File: config.mk
export PLATFORM = sky130hd
export DESIGN_NAME = hazard_tag_pipe
export DESIGN_NICKNAME = d
export VERILOG_FILES = /design/src/rtl/hazard_tag_pipe.sv
export SDC_FILE = /design/constraint.sdc
export NUM_CORES = 1
export LEC_CHECK = 0
export ABC_AREA = 1
export BUFFER_PORTS_ARGS = -buffer_cell sky130_fd_sc_hd__buf_2
export CAP_MARGIN = 20
export CORE_MARGIN = 8
export CORE_UTILIZATION = 45
export CTS_BUF_LIST = sky130_fd_sc_hd__clkbuf_4 sky130_fd_sc_hd__clkbuf_8 sky130_fd_sc_hd__clkbuf_16
export DETAILED_ROUTE_END_ITERATION = 16
export PLACE_DENSITY = 0.72
export SLEW_MARGIN = 40
export SYNTH_ARGS = -nofsm -noshare
export SYNTH_HDL_FRONTEND = slang
export SYNTH_SLANG_ARGS = --single-unit
File: constraint.sdc
create_clock -name clk -period 1.7 [get_ports clk]
set_input_delay 0.17 -clock clk [delete_from_list [all_inputs] [get_ports clk]]
set_output_delay 0.17 -clock clk [all_outputs]
set_load 0.02 [all_outputs]
File: src/rtl/hazard_tag_pipe.sv
// Hazard detection and EX/MEM/WB address-tag pipeline feeding forwarding control; optional stall counter under HAZARD_STAT_EN.
// Latency: tags advance one stage per non-frozen edge; Stall is combinational from current stage state and ID inputs.
// Backpressure: Stall bubbles EX while MEM/WB advance; Freeze holds every register; reset overrides both.
module hazard_tag_pipe (
    input  logic        clk,
    input  logic        reset,
    input  logic [4:0]  A1_ID,
    input  logic [4:0]  A2_ID,
    input  logic [4:0]  A3_ID,
    input  logic [1:0]  Tnew_ID,
    input  logic [1:0]  Use1_ID,
    input  logic [1:0]  Use2_ID,
    input  logic        Freeze,
    output logic        Stall,
    output logic [4:0]  A1_EX,
    output logic [4:0]  A2_EX,
    output logic [4:0]  A2_MEM,
    output logic [4:0]  A3_EX,
    output logic [4:0]  A3_MEM,
    output logic [4:0]  A3_WB,
    output logic [1:0]  Tnew_EX,
    output logic [1:0]  Tnew_MEM,
    output logic [1:0]  Tnew_WB
`ifdef HAZARD_STAT_EN
    ,
    output logic [31:0] StallCnt
`endif
);

    localparam logic [1:0] TNEW_ALU  = 2'd1;
    localparam logic [1:0] TNEW_LOAD = 2'd2;
    localparam logic [1:0] TNEW_NONE = 2'd3;

    localparam logic [1:0] USE_ID    = 2'd0;
    localparam logic [1:0] USE_EX    = 2'd1;
    localparam logic [1:0] USE_NONE  = 2'd3;

    logic       haz1;
    logic       haz2;
    logic [4:0] cap_a1;
    logic [4:0] cap_a2;
    logic [4:0] cap_a3;
    logic [1:0] cap_tnew;

    // A producer in EX is still computing (ALU) or fetching (load); in MEM only a load is unresolved.
    function automatic logic src_hazard(
        input logic [4:0] a,
        input logic [1:0] u,
        input logic [4:0] a3_ex,
        input logic [1:0] tnew_ex,
        input logic [4:0] a3_mem,
        input logic [1:0] tnew_mem
    );
        logic h;
        h = 1'b0;
        if (a != 5'd0 && u != USE_NONE) begin
            if (u == USE_ID) begin
                h = (a == a3_ex  && (tnew_ex == TNEW_ALU || tnew_ex == TNEW_LOAD)) ||
                    (a == a3_mem && tnew_mem == TNEW_LOAD);
            end else if (u == USE_EX) begin
                h = (a == a3_ex && tnew_ex == TNEW_LOAD);
            end
        end
        return h;
    endfunction

    always_comb begin
        haz1  = src_hazard(A1_ID, Use1_ID, A3_EX, Tnew_EX, A3_MEM, Tnew_MEM);
        haz2  = src_hazard(A2_ID, Use2_ID, A3_EX, Tnew_EX, A3_MEM, Tnew_MEM);
        Stall = haz1 | haz2;
    end

    // Normalise captured tags so unused sources and non-writing producers never match.
    always_comb begin
        cap_a1   = (Use1_ID == USE_NONE) ? 5'd0 : A1_ID;
        cap_a2   = (Use2_ID == USE_NONE) ? 5'd0 : A2_ID;
        cap_a3   = A3_ID;
        cap_tnew = Tnew_ID;
        if (A3_ID == 5'd0 || Tnew_ID == TNEW_NONE) begin
            cap_a3   = 5'd0;
            cap_tnew = TNEW_NONE;
        end
    end

    always_ff @(posedge clk) begin
        if (reset) begin
            A1_EX    <= 5'd0;
            A2_EX    <= 5'd0;
            A3_EX    <= 5'd0;
            Tnew_EX  <= TNEW_NONE;
            A2_MEM   <= 5'd0;
            A3_MEM   <= 5'd0;
            Tnew_MEM <= TNEW_NONE;
            A3_WB    <= 5'd0;
            Tnew_WB  <= TNEW_NONE;
        end else if (!Freeze) begin
            A3_WB    <= A3_MEM;
            Tnew_WB  <= Tnew_MEM;
            A2_MEM   <= A2_EX;
            A3_MEM   <= A3_EX;
            Tnew_MEM <= Tnew_EX;
            if (Stall) begin
                A1_EX   <= 5'd0;
                A2_EX   <= 5'd0;
                A3_EX   <= 5'd0;
                Tnew_EX <= TNEW_NONE;
            end else begin
                A1_EX   <= cap_a1;
                A2_EX   <= cap_a2;
                A3_EX   <= cap_a3;
                Tnew_EX <= cap_tnew;
            end
        end
    end

`ifdef HAZARD_STAT_EN
    always_ff @(posedge clk) begin
        if (reset) begin
            StallCnt <= 32'd0;
        end else if (Stall && !Freeze) begin
            StallCnt <= StallCnt + 32'd1;
        end
    end
`endif

endmodule

==> impl_results.md, run 1 <==
* Outcome: complete, no violations
* Netlist cell types at 23
* CP Cell Sequence: inv_1, nand2_1, nand2_1, nor2_1, nand3_1, nand2_1, inv_1, nand2_2, nand3_4, nand2_2, buf_6
* Global route overflow at 0
* Share of post-route cells with drive strength above 1 at 35.3%
* Pins Over Slew Limit at 0
* Worst path slowest cell: dfxtp_2
* Synthesized cell area at 1960 sq um
* Cell taking the most area after synthesis: dfxtp_1
* Kind of critical path: reg -> out
* Normalized max-slew margin at 69.6%
* Largest net degree at the start of global routing at 26
* Met3 usage at 4.27%
* Total GRT Usage at 16.6%
* Main area contributors after synthesis: dfxtp_1 (37%), nand2_1 (13%), nor2_1 (7.9%)
* Row cnt at 24
* Crit Reg-Reg Startpoint: A3_MEM[1]
* Ports at 61
* Die Wd at 81.9 um
* Crit-path max FO at 4
* Worst setup SP type: register
* #FFs+latches synth at 36
* GRT busiest layer: met2
* Fraction of registers with async set/reset at 0%
* Unrepaired setup endpoints after global routing: true
* Critical Path Start: A3_MEM[1]
* Initial DRC count at 118
* Vias in the first global route at 1855
* Count leader, synth: nand2_1
* Peak VDD IR at 0.000756 V
* Critical Path Most Common Cell: nand2_1
* CORE AREA at 4260 sq um
* RD Place Congestion at 0.912
* Max_cap viols at 0
* Wire per inst at 13.7 um
* Synth warnings at 0
* IO buf count at 60
* Clock root buffer: clkbuf_8
* Cell family with most CP delay: simple AND/OR/NAND/NOR gates
* Design Power at 2130 uW
* Met1 GRT Util at 21.2%
* H-Tree Depth at 2
* Worst-skew pair later-pin latency at 0.29 ns
* Maximum root-to-sink buffer count at 2
* Fin Setup TNS at 0 ns
* Final antenna-violating net count at 0
* Seq/Total Area, Yosys at 36.8%
* Final setup violation count at 0
* PwrDens at 854 nW/um^2
* Critical path endpoint category: primary output
* Leak Pwr at 0.00124 uW
* FF-to-FF path depth at 13
* WL final at 5.56 mm
* Post-layout minimum cycle time at 1.66 ns
* Fin Clk Skew at 0.00482 ns
* CTS Buf Count at 5
* Global-route wire length before repair at 8.76 mm
* Top cell type's share of synthesized area at 36.8%
* DRC errors left at 0
* Synth Net Count at 313
* Post-synth EDFFs at 0
* Least-Margin Pin Slew at 0.455 ns
* Grt met2 use at 26.4%
* FF-to-FF End: A1_EX[4]
* Fmax at 603 MHz
* # fillers at 432
* 1st-pass router iterations at 4
* WP data arrival at 1.49 ns
* DP HPWL at 4.23 mm
* Worst path buffer plus inverter count at 3
* Clk sink count at 36
* CTS tree: yes
* Final #Nets at 378
* CTS clock-pin slew for the worst setup and hold paths at 0.07 ns
* Vias at 2015
* Post-Route Utilization at 58.4%
* Die area at 6710 sq um
* Synth Flop Type: dfxtp_1
* FF-to-FF setup slack at 0.06 ns
* Synthesized area per cell at 6.79 sq um
* Area delta synth->final at 27.2%
* Initial Utilization at 45.9%
* Initial antenna violation count at 0
* Worst setup path end: Stall
* Critical path depth at 11
* Final critical-path share of the clock period at 97.5%
* Fin. Hold Viols at 0
* CP max stage delay at 0.35 ns
* Routed vias/inst at 4.96
* Syn Inst Count at 288
* Post-synth top cells: nand2_1 (70), nor2_1 (41), dfxtp_1 (36), inv_1 (33), o21ai_0 (21)
* Die height at 81.9 um
* N_diodes at 0
* Critical Path RT at 1.53 ns
* HP Class: in -> reg
-- kinds of logic after synthesis --
kind of cell / Yosys count / synth area share [%]
AO/OA/AOI/OAI: 53 / 15.5
XOR/XNOR: 5 / 2.24
adder cells (fa/ha/maj): 1 / 0.639
buffers and inverters: 49 / 10.5
flip-flops: 36 / 36.8
AND/OR/NAND/NOR: 144 / 34.3
-- layout make-up --
cell class | count | area, sq um | share of cell area [%]
multi-input cells | 203 | 1060 | 42.5
clock inverters | 3 | 42.5 | 1.71
inverters | 38 | 143 | 5.73
clock buffers | 5 | 68.8 | 2.76
repair buffers | 69 | 374 | 15.0
well taps | 52 | 65.1 | 2.61
flip-flops and latches | 36 | 739 | 29.7
-- worst min-delay path, cell delays in order --
cell	delay, ns
buf_2	0.11
inv_1	0.04
nor2_1	0.03
nand3_1	0.07
a21oi_1	0.05
-- worst min path at each step --
stage	startpoint	endpoint	slack (ns)	cells after the start
after global placement	Tnew_WB[0]	Tnew_WB[0]	0.45	2
after CTS	A3_ID[4]	A3_EX[4]	0.23	5
final	A3_ID[4]	A3_EX[4]	0.23	5
after detailed placement	Tnew_WB[0]	Tnew_WB[0]	0.45	2
after floorplan	reset	A3_MEM[1]	0.39	3
after global routing	A3_ID[4]	A3_EX[4]	0.26	5
-- metrics by stage --
step,instances,hold WS [ns],setup WS [ns],cell area [sq um]
floorplan,288,0.391,0.0438,1960
global placement,394,0.452,0.0656,2300
detailed placement,394,0.453,0.0290,2300
CTS,405,0.226,0.0136,2450
global route,406,0.260,-0.0417,2490
finish,406,0.234,0.0430,2490
-- power breakdown --
group	internal (uW)	total (uW)	switching (uW)
clock network	434	750	316
logic	159	446	287
registers	893	930	37.7
-- repair_timing --
action | CTS | global route
resized for setup | 12 | 13
setup endpoints to repair | 1 | 6
pin swaps | 2 | 12
setup buffers | 3 | 1
hold buffers | 0 | 0
-- routing by layer --
layer	routed length [um]	vias up
met5	0	-
met4	108	0
met3	387	9
met2	2580	55
met1	2480	908
li1	-	1043
-- flip-flops by register name, summed over array words and instances, names as in the netlist --
register / flops
Tnew_EX: 2
A3_WB: 5
Tnew_WB: 2
A2_EX: 5
A2_MEM: 5
Tnew_MEM: 2
A3_EX: 5
A1_EX: 5
A3_MEM: 5
-- cell usage in the layout (no fill, tap or decap) --
cell        instances
bufinv_16           1
nand3_2             9
dfxtp_2             9
xor2_1              3
clkinvlp_4          1
nand3_1             9
nand3b_1            2
nand2_1            68
a21oi_1            20
clkinv_2            1
nor2_2              2
buf_6               1
buf_2              59
clkbuf_8            5
nor2_4              1
o21ai_1             2
nand3_4             2
ha_4                1
o22ai_1             1
o211ai_1            1
inv_1              30
nand2_2             5
nand4_1             7
xnor2_1             2
inv_2               8
buf_4               9
nor2_1             39
o21ai_0            20
dfxtp_1            25
dfxtp_4             2
a21oi_2             9
Power figures use the tool's default switching activity.
==> inputs of run 2 (changes only) <==
--- a/config.mk
+++ b/config.mk
@@ -13,6 +13,7 @@
 export CTS_BUF_LIST = sky130_fd_sc_hd__clkbuf_4 sky130_fd_sc_hd__clkbuf_8 sky130_fd_sc_hd__clkbuf_16
 export DETAILED_ROUTE_END_ITERATION = 16
 export PLACE_DENSITY = 0.72
+export REMOVE_ABC_BUFFERS = 1
 export SLEW_MARGIN = 40
 export SYNTH_ARGS = -nofsm -noshare
 export SYNTH_HDL_FRONTEND = slang
==> impl_results.md, run 2 (synthesis results as in run 1) <==
* Unrepaired setup endpoints after global routing: true (unchanged)
* 1st-pass router iterations at 4 (unchanged)
* Routed vias/inst at 4.93 (was 4.96)
* Post-layout minimum cycle time at 1.68 ns (was 1.66 ns)
* FF-to-FF path depth at 10 (was 13)
* Normalized max-slew margin at 68.0% (was 69.6%)
* Hold slack at 0.226 ns (was 0.234 ns)
* Global-route wire length before repair at 9.31 mm (was 8.76 mm)
* WL final at 5.59 mm (was 5.56 mm)
* PwrDens at 870 nW/um^2 (was 854 nW/um^2)
* WP data arrival at 1.51 ns (was 1.49 ns)
* Total GRT Usage at 17.7% (was 16.6%)
* Global route overflow at 0 (unchanged)
* Fin. Hold Viols at 0 (unchanged)
* FF-to-FF End: Tnew_EX[0] (was A1_EX[4])
* Max_cap viols at 0 (unchanged)
* Initial Utilization at 45.9% (unchanged)
* Critical path endpoint category: primary output (unchanged)
* HP Class: in -> reg (unchanged)
* Final #Nets at 381 (was 378)
* Clock root buffer: clkbuf_8 (unchanged)
* Least-Margin Pin Slew at 0.479 ns (was 0.455 ns)
* CP Cell Sequence: ha_1, inv_2, nand4_1, nand2_2, nand3_4, nand2_2, buf_6 (was inv_1, nand2_1, nand2_1, nor2_1, nand3_1, nand2_1, inv_1, nand2_2, nand3_4, nand2_2, buf_6)
* Fmax at 596 MHz (was 603 MHz)
* Critical Path RT at 1.53 ns (about the same)
* Row cnt at 24 (unchanged)
* DRC errors left at 0 (unchanged)
* Final setup violation count at 0 (unchanged)
* Placed cells at 396 (was 394)
* Outcome: complete, no violations (unchanged)
* Die area at 6710 sq um (unchanged)
* CTS clock-pin slew for the worst setup and hold paths at 0.07 ns (about the same)
* Die height at 81.9 um (unchanged)
* FF-to-FF setup slack at 0.09 ns (was 0.06 ns)
* Peak VDD IR at 0.000384 V (was 0.000756 V)
* Area delta synth->final at 29.7% (was 27.2%)
* Most frequent cells in the layout: nand2_1 (68), buf_2 (59), nor2_1 (38), inv_1 (28), dfxtp_1 (25) (was nand2_1 (68), buf_2 (59), nor2_1 (39), inv_1 (30), dfxtp_1 (25))
* H-Tree Depth at 2 (unchanged)
* Initial DRC count at 142 (was 118)
* Cell family with most CP delay: simple AND/OR/NAND/NOR gates (unchanged)
* Worst path buffer plus inverter count at 2 (was 3)
* Vias in the first global route at 1996 (was 1855)
* Critical Path Most Common Cell: nand2_2 (was nand2_1)
* Maximum root-to-sink buffer count at 2 (unchanged)
* Clk sink count at 36 (unchanged)
* Leak Pwr at 0.00127 uW (was 0.00124 uW)
* Fin Setup TNS at 0 ns (unchanged)
* DP HPWL at 4.14 mm (was 4.23 mm)
* CTS tree: yes (unchanged)
* N_diodes at 0 (unchanged)
* IO buf count at 60 (unchanged)
* Share of post-route cells with drive strength above 1 at 36.7% (was 35.3%)
* Wire per inst at 13.7 um (about the same)
* Fin Clk Skew at 0.00199 ns (was 0.00482 ns)
* Most common cell after layout, fill and taps aside: nand2_1 (unchanged)
* Crit-path max FO at 4 (unchanged)
* Worst path slowest cell: dfxtp_1 (was dfxtp_2)
* Die Wd at 81.9 um (unchanged)
* CP max stage delay at 0.34 ns (was 0.35 ns)
* Final cell count without fillers at 409 (was 406)
* Vias at 2017 (was 2015)
* CORE AREA at 4260 sq um (unchanged)
* Ports at 61 (unchanged)
* Met3 wire len at 421 um (was 387 um)
* Pins Over Slew Limit at 0 (unchanged)
* Hold depth at 5 (unchanged)
* Largest net degree at the start of global routing at 38 (was 26)
* Final critical-path share of the clock period at 98.7% (was 97.5%)
* Met1 wire length at 2.43 mm (was 2.48 mm)
* Min-Delay Endpoint: A3_EX[4] (unchanged)
* Final antenna-violating net count at 0 (unchanged)
* Crit Reg-Reg Startpoint: Tnew_EX[1] (was A3_MEM[1])
* Initial antenna violation count at 0 (unchanged)
* Met2 WL at 2.64 mm (was 2.58 mm)
* CTS Buf Count at 5 (unchanged)
* Hold Startpoint: A3_ID[4] (unchanged)
* Kind of critical path: reg -> out (unchanged)
* Highest routed layer: met4 (unchanged)
* Worst-skew pair later-pin latency at 0.29 ns (about the same)
* Worst setup SP type: register (unchanged)
* RD Place Congestion at 0.958 (was 0.912)
* # fillers at 439 (was 432)
[run 2: changes by cell type in the layout (fill, tap and decap cells not counted), sizes merged]
cell / previous run / this run
buf: 69 / 72
clkbuf: 5 / 7
clkinv: 1 / 0
clkinvlp: 1 / 0
[run 2: timing repair]
action	in CTS	in global routing
resized for setup	13	20
pin swaps	3	15
setup buffers	3	2
setup endpoints to repair	1	17
hold buffers	0	0
[run 2: worst reg2reg max path, stage by stage, from the launching register on]
cell      delay, ns
dfxtp_1        0.34
ha_1           0.31
inv_2          0.07
nand4_1        0.11
nand2_2        0.11
nand3_4        0.09
buf_4          0.16
buf_4          0.16
nand3b_1       0.08
nand2_1        0.06
nand2_1        0.07
[run 2: metrics by stage]
step	cell area, sq um	worst slack [ns]	total power, uW	util, %
6_report	2540	0.0225	2210	59.5
5_1_grt	2540	-0.0562	2320	59.5
4_1_cts	2480	0.0111	2220	58.2
3_5_place_dp	2310	0.109	1370	54.2
3_3_place_gp	2310	0.115	1370	54.2
2_1_floorplan	1890	0.0590	1200	-
[run 2: worst max path at each step]
stage / start / endpoint / slack [ns] / depth (start not counted)
after floorplan: Tnew_EX[0] / Stall / 0.06 / 7
after global routing: A3_EX[0] / Stall / -0.06 / 9
after global placement: A3_EX[3] / A3_EX[0] / 0.11 / 10
after CTS: Tnew_MEM[1] / Stall / 0.01 / 11
final: Tnew_EX[1] / Stall / 0.02 / 7
after detailed placement: A3_EX[3] / A3_EX[0] / 0.11 / 10
[run 2: report_power, final]
group / switching, uW / internal [uW] / total [uW]
combinational: 288 / 165 / 453
clock: 309 / 518 / 827
sequential: 36.9 / 891 / 928
[run 2: area by class of cell]
type | instances | area, sq um | area share, %
multi-input combinational | 203 | 1050 | 41.4
sequential | 36 | 744 | 29.3
timing repair buffer | 72 | 408 | 16.1
inverter | 38 | 143 | 5.62
clock buffer | 7 | 96.3 | 3.79
tap | 52 | 65.1 | 2.56
clock inverter | 1 | 30.0 | 1.18
[run 2: metal layers]
metal | global-route usage [%] | up-vias
li1 | - | 1050
met1 | 20.5 | 895
met2 | 30.6 | 64
met3 | 4.49 | 8
met4 | 7.02 | 0
met5 | 0 | -
